File: src/rtl/audio_mem_pkg.sv
// Shared definitions for the audio sample BRAM read path: bus widths, requester ids
// and the {valid,id} tag that follows each read through the BRAM latency.
package audio_mem_pkg;

  localparam int ADDR_W_DEFAULT   = 32;
  localparam int DATA_W_DEFAULT   = 32;
  localparam int MAX_READ_LATENCY = 4;

  typedef enum logic {
    REQ_DAC = 1'b0,
    REQ_DBG = 1'b1
  } req_id_t;

  typedef struct packed {
    logic    valid;
    req_id_t id;
  } rd_tag_t;

endpackage

File: src/rtl/bram_read_arbiter_if.sv
// One requester's view of the shared BRAM read port: request/address out,
// same-cycle grant and latency-delayed read data back.
interface bram_read_arbiter_if #(
  parameter int ADDR_W = 32,
  parameter int DATA_W = 32
);
  logic              req;
  logic [ADDR_W-1:0] addr;
  logic              gnt;
  logic              rvalid;
  logic [DATA_W-1:0] rdata;

  modport master (
    output req,
    output addr,
    input  gnt,
    input  rvalid,
    input  rdata
  );

  modport slave (
    input  req,
    input  addr,
    output gnt,
    output rvalid,
    output rdata
  );
endinterface

File: src/rtl/rd_tag_pipe.sv
// Shift register of {valid,id} tags matching the BRAM read latency; an async reset
// discards every read still in flight.
module rd_tag_pipe
  import audio_mem_pkg::*;
#(
  parameter int DEPTH = 1
) (
  input  logic    clk,
  input  logic    rst,
  input  rd_tag_t tag_in,
  output rd_tag_t tag_out
);

  rd_tag_t stage_reg [DEPTH];

  always_ff @(posedge clk or posedge rst) begin
    if (rst) begin
      for (int i = 0; i < DEPTH; i++) begin
        stage_reg[i] <= '0;
      end
    end else begin
      stage_reg[0] <= tag_in;
      for (int i = 1; i < DEPTH; i++) begin
        stage_reg[i] <= stage_reg[i-1];
      end
    end
  end

  assign tag_out = stage_reg[DEPTH-1];

endmodule

File: src/rtl/bram_read_arbiter.sv
// Arbitrates BRAM port A reads between the DAC fetch (r0) and the debug path (r1),
// and steers returned data back to the issuer once the read latency has elapsed.
module bram_read_arbiter
  import audio_mem_pkg::*;
#(
  parameter int ADDR_W       = ADDR_W_DEFAULT,
  parameter int DATA_W       = DATA_W_DEFAULT,
  parameter int READ_LATENCY = 1,
  parameter int POLICY       = 0,
  parameter int STARVE_LIMIT = 8
) (
  input  logic                 clk,
  input  logic                 rst,
  bram_read_arbiter_if.slave   r0,
  bram_read_arbiter_if.slave   r1,
  output logic                 bram_ena,
  output logic [ADDR_W-1:0]    bram_addra,
  input  logic [DATA_W-1:0]    bram_douta
);

  localparam int SC_W = (STARVE_LIMIT < 2) ? 1 : $clog2(STARVE_LIMIT + 1);
  localparam logic [SC_W-1:0] STARVE_MAX = SC_W'(STARVE_LIMIT);

  logic            gnt0;
  logic            gnt1;
  logic            tie;
  logic            dbg_wins;
  req_id_t         grant_id;
  req_id_t         rr_last_reg;
  req_id_t         rr_last_next;
  logic [SC_W-1:0] starve_reg;
  logic [SC_W-1:0] starve_next;
  rd_tag_t         tag_in;
  rd_tag_t         tag_out;

  // Tie-break: round-robin favours whoever was not granted last; fixed priority
  // favours r0 until r1 has lost STARVE_LIMIT ties in a row.
  always_comb begin
    tie      = r0.req & r1.req;
    dbg_wins = 1'b0;
    if (POLICY == 0) begin
      dbg_wins = (rr_last_reg == REQ_DAC);
    end else begin
      dbg_wins = (starve_reg == STARVE_MAX);
    end
    gnt0 = 1'b0;
    gnt1 = 1'b0;
    if (!rst) begin
      if (tie) begin
        gnt0 = !dbg_wins;
        gnt1 = dbg_wins;
      end else begin
        gnt0 = r0.req;
        gnt1 = r1.req;
      end
    end
  end

  assign grant_id   = gnt1 ? REQ_DBG : REQ_DAC;
  assign bram_ena   = gnt0 | gnt1;
  assign bram_addra = gnt0 ? r0.addr : (gnt1 ? r1.addr : '0);

  always_comb begin
    rr_last_next = rr_last_reg;
    starve_next  = starve_reg;
    if (bram_ena) begin
      rr_last_next = grant_id;
    end
    if (POLICY != 0) begin
      if (gnt1) begin
        starve_next = '0;
      end else if (tie && gnt0 && (starve_reg != STARVE_MAX)) begin
        starve_next = starve_reg + 1'b1;
      end
    end
  end

  always_ff @(posedge clk or posedge rst) begin
    if (rst) begin
      rr_last_reg <= REQ_DBG;
      starve_reg  <= '0;
    end else begin
      rr_last_reg <= rr_last_next;
      starve_reg  <= starve_next;
    end
  end

  assign tag_in = '{valid: bram_ena, id: grant_id};

  rd_tag_pipe #(
    .DEPTH (READ_LATENCY)
  ) u_tag_pipe (
    .clk     (clk),
    .rst     (rst),
    .tag_in  (tag_in),
    .tag_out (tag_out)
  );

  assign r0.gnt    = gnt0;
  assign r1.gnt    = gnt1;
  assign r0.rvalid = tag_out.valid && (tag_out.id == REQ_DAC);
  assign r1.rvalid = tag_out.valid && (tag_out.id == REQ_DBG);
  assign r0.rdata  = bram_douta;
  assign r1.rdata  = bram_douta;

endmodule

File: src/flat_wrapper.sv
// flat-port wrapper written by rule: the top's interface ports become plain ports
module bram_read_arbiter_flat import audio_mem_pkg::*;
#(
  parameter int ADDR_W       = ADDR_W_DEFAULT,
  parameter int DATA_W       = DATA_W_DEFAULT,
  parameter int READ_LATENCY = 1,
  parameter int POLICY       = 0,
  parameter int STARVE_LIMIT = 8
)
  (clk, rst, bram_ena, bram_addra, bram_douta, r0_req, r0_addr, r0_gnt, r0_rvalid, r0_rdata, r1_req, r1_addr, r1_gnt, r1_rvalid, r1_rdata);
  bram_read_arbiter_if #(.ADDR_W(ADDR_W), .DATA_W(DATA_W)) r0_i ();
  bram_read_arbiter_if #(.ADDR_W(ADDR_W), .DATA_W(DATA_W)) r1_i ();
  input  logic clk;
  input  logic rst;
  output logic bram_ena;
  output logic [ADDR_W-1:0] bram_addra;
  input  logic [DATA_W-1:0] bram_douta;
  input wire logic [$bits(r0_i.req)-1:0] r0_req;
  input wire logic [$bits(r0_i.addr)-1:0] r0_addr;
  output wire logic [$bits(r0_i.gnt)-1:0] r0_gnt;
  output wire logic [$bits(r0_i.rvalid)-1:0] r0_rvalid;
  output wire logic [$bits(r0_i.rdata)-1:0] r0_rdata;
  input wire logic [$bits(r1_i.req)-1:0] r1_req;
  input wire logic [$bits(r1_i.addr)-1:0] r1_addr;
  output wire logic [$bits(r1_i.gnt)-1:0] r1_gnt;
  output wire logic [$bits(r1_i.rvalid)-1:0] r1_rvalid;
  output wire logic [$bits(r1_i.rdata)-1:0] r1_rdata;
  assign r0_i.req = r0_req;
  assign r0_i.addr = r0_addr;
  assign r0_gnt = r0_i.gnt;
  assign r0_rvalid = r0_i.rvalid;
  assign r0_rdata = r0_i.rdata;
  assign r1_i.req = r1_req;
  assign r1_i.addr = r1_addr;
  assign r1_gnt = r1_i.gnt;
  assign r1_rvalid = r1_i.rvalid;
  assign r1_rdata = r1_i.rdata;
  bram_read_arbiter #(.ADDR_W(ADDR_W), .DATA_W(DATA_W), .READ_LATENCY(READ_LATENCY), .POLICY(POLICY), .STARVE_LIMIT(STARVE_LIMIT)) u_core (.clk(clk), .rst(rst), .r0(r0_i), .r1(r1_i), .bram_ena(bram_ena), .bram_addra(bram_addra), .bram_douta(bram_douta));
endmodule
File: config.mk
export PLATFORM = sky130hd
export DESIGN_NAME = bram_read_arbiter_flat
export DESIGN_NICKNAME = d
export VERILOG_FILES = /design/src/rtl/audio_mem_pkg.sv /design/src/rtl/bram_read_arbiter_if.sv /design/src/rtl/rd_tag_pipe.sv /design/src/rtl/bram_read_arbiter.sv /design/src/flat_wrapper.sv
export SDC_FILE = /design/constraint.sdc
export NUM_CORES = 1
export LEC_CHECK = 0
export ABC_AREA = 1
export BUFFER_PORTS_ARGS = -buffer_cell sky130_fd_sc_hd__buf_2
export CAP_MARGIN = 0
export CORE_MARGIN = 8
export CORE_UTILIZATION = 31
export CTS_CLUSTER_DIAMETER = 120
export DETAILED_ROUTE_END_ITERATION = 8
export GPL_TIMING_DRIVEN = 0
export PLACE_DENSITY = 0.88
export SKIP_CTS_REPAIR_TIMING = 1
export SYNTH_ARGS = -nofsm -noshare
export SYNTH_HDL_FRONTEND = slang
export SYNTH_HIERARCHICAL = 1
export SYNTH_SLANG_ARGS = --single-unit
export TNS_END_PERCENT = 20
File: constraint.sdc
create_clock -name clk -period 1.55 [get_ports clk]
set_input_delay 0.155 -clock clk [delete_from_list [all_inputs] [get_ports clk]]
set_output_delay 0.155 -clock clk [all_outputs]
set_load 0.02 [all_outputs]
==> summary.txt <==
status: finished, violations left
violated checks: setup timing
Worst-path clk slew: 0.03 ns
largest net degree at the start of global routing: 11
Fillers: 344
CP Launch Type: register
1st-iter DRT viols: 56
RSZ-0062 raised after global routing: yes
final number of max-transition violations: 0
PD cells: 513 mW/mm^2
Inserted Clock Buffers: 3
Period Utilization, post-route: 101%
P&R area growth vs syn: 101%
worst vdd ir: 0.232 mV
post-route insts no fill: 423
CP max FO: 8
minimum clock period: 1.56 ns
root buf cell: clkbuf_8
Final ANT Viol Nets: 0
Pleak: 1.55 nW
first-pass detailed-route iteration total: 4
Remaining Overflow, GRT: 0
layout cells sized above 1: 70.8%
hpwl dp: 5350 microns
first-pass GRT wire length: 9290 microns
Worst-Margin Slew: 0.232 ns
cell count after placement: 413
maxcap violations: 0
core area: 0.00391 sq mm
most frequent cells in the layout: buf_2 (142), buf_4 (86), nand2_1 (34)
Buffers on Ports: 167
Final Hold Vio Count: 0
Post-Place Setup Slack: 0.187 ns
via count: 1954
die area: 0.00623 sq mm
synth unique cells: 14
Final setup viols: 2
WS Path Type: register to output port
Yosys warning total: 6
DR vias/cell: 4.62
relative slew slack: 84.5%
total power: 1.26 mW
critical path endpoint category: output port
io pins: 201
Starting Density: 31.4%
CTS tree: built
critical path data required time: 1.39 ns
clock latency on the worst-skew pair: 0.21 ns
TritonCTS Sinks: 3
H-tree depth: 1
drt total wl: 6740 microns
register area share after synthesis: 6.22%
Mean Syn Cell Area: 6.26 sq um
clk_skew: 0.00320 ns
Final Wtd Congestion: 0.854
Global Route Usage Sum: 17.7%
worst min-delay path category: primary input to asynchronous set/reset pin
max reg flops: 2
Cells after Synth: 196
CP arrival: 1.40 ns
Post-Synthesis Cell Area: 0.00123 sq mm
Die Y-Extent: 78.9 microns
site row count: 23
Avg WL per Cell: 15.9 microns
commonest non-fill, non-tap cell in the layout: buf_2
Nets: 474
Seq cells post-synth: 3
clk buf depth: 2
diode count: 0
Final WS setup: -0.00865 ns
fmax: 642 MHz
post-synth net total: 296
post-placement cell area: 0.00213 sq mm
Post-Layout Inst Area: 0.00246 sq mm
Remaining DRCs: 0
initial antenna violation count: 0
Die X: 78.9 microns
vias in the first global route: 1966
[cell type report]
class / instances / area, sq um / share of cell area [%]
clock buffers: 4 / 45.0 / 1.83
flip-flops and latches: 3 / 76.3 / 3.10
multi-input cells: 105 / 556 / 22.6
plain buffers: 80 / 619 / 25.2
well taps: 50 / 62.6 / 2.54
repair buffers: 173 / 1070 / 43.5
inverters: 8 / 32.5 / 1.32
[layer usage]
metal  part of all wire (%)  GRT usage, %  vias up  routed length (microns)
met3                     13          7.22        2                      867
met2                     53          36.0      141                     3600
li1                       -             -      955                        -
met1                     33          16.0      856                     2260
met5                      0             0        -                        0
met4                   0.28          2.78        0                       19
[synthesized netlist by cell type]
| master | count | area share [%] |
|---|---|---|
| inv_2 | 1 | 0.31 |
| buf_6 | 3 | 2.8 |
| o21ai_1 | 1 | 0.41 |
| nor2_1 | 1 | 0.31 |
| nand3_1 | 33 | 13 |
| nand2_4 | 1 | 0.92 |
| inv_1 | 7 | 2.1 |
| dfstp_2 | 1 | 2.1 |
| nand2_1 | 36 | 11 |
| dfrtp_1 | 2 | 4.1 |
| buf_2 | 9 | 3.7 |
| nand4_1 | 32 | 16 |
| nor2_4 | 1 | 0.92 |
| buf_4 | 68 | 42 |
[logic make-up after synthesis]
logic type             count (synthesis)  synth area share [%]
buffers and inverters                 88                  50.5
AOI/OAI and AO/OA                      1                 0.407
DFF                                    3                  6.22
and+or+nand+nor                      104                  42.9
[path summary, 6_finish.rpt]
path,start,end,slack (ns),cells after the start
setup / recovery,u_core/rr_last_reg,bram_addra[9],-0.009,6
hold / removal,rst,u_core/rr_last_reg,0.28,3
setup reg to reg,u_core/rr_last_reg,u_core/u_tag_pipe/tag_out[1],0.34,6
hold reg to reg,u_core/rr_last_reg,u_core/rr_last_reg,0.55,2
max in group asynchronous,rst,u_core/u_tag_pipe/tag_out[1],1.04,3
min in group clk,r1_req,u_core/rr_last_reg,0.32,3
[critical path, stage by stage, from the launching register on]
cell and delay [ns]:
dfstp_2 0.56, inv_4 0.06, nand2_8 0.12, clkbuf_16 0.16, nand3_1 0.08, nand2_1 0.09, buf_6 0.12
[power breakdown]
| part | switching (mW) | total [mW] | internal, mW |
|---|---|---|---|
| Clock | 0.0526 | 0.228 | 0.176 |
| Combinational | 0.488 | 0.935 | 0.448 |
| Sequential | 0.00757 | 0.0978 | 0.0902 |
| Total | 0.548 | 1.26 | 0.713 |
[through the flow]
step / util [%] / setup TNS (ns) / hold WS [ns]
after detailed placement: 54.3 / 0 / 0.0587
after floorplan: - / 0 / -0.104
after global placement: 54.3 / 0 / 0.0466
final: 62.9 / -0.0108 / 0.278
after global routing: 62.9 / -0.288 / 0.318
after CTS: 55.5 / -0.513 / -0.169
Power figures use the tool's default switching activity.
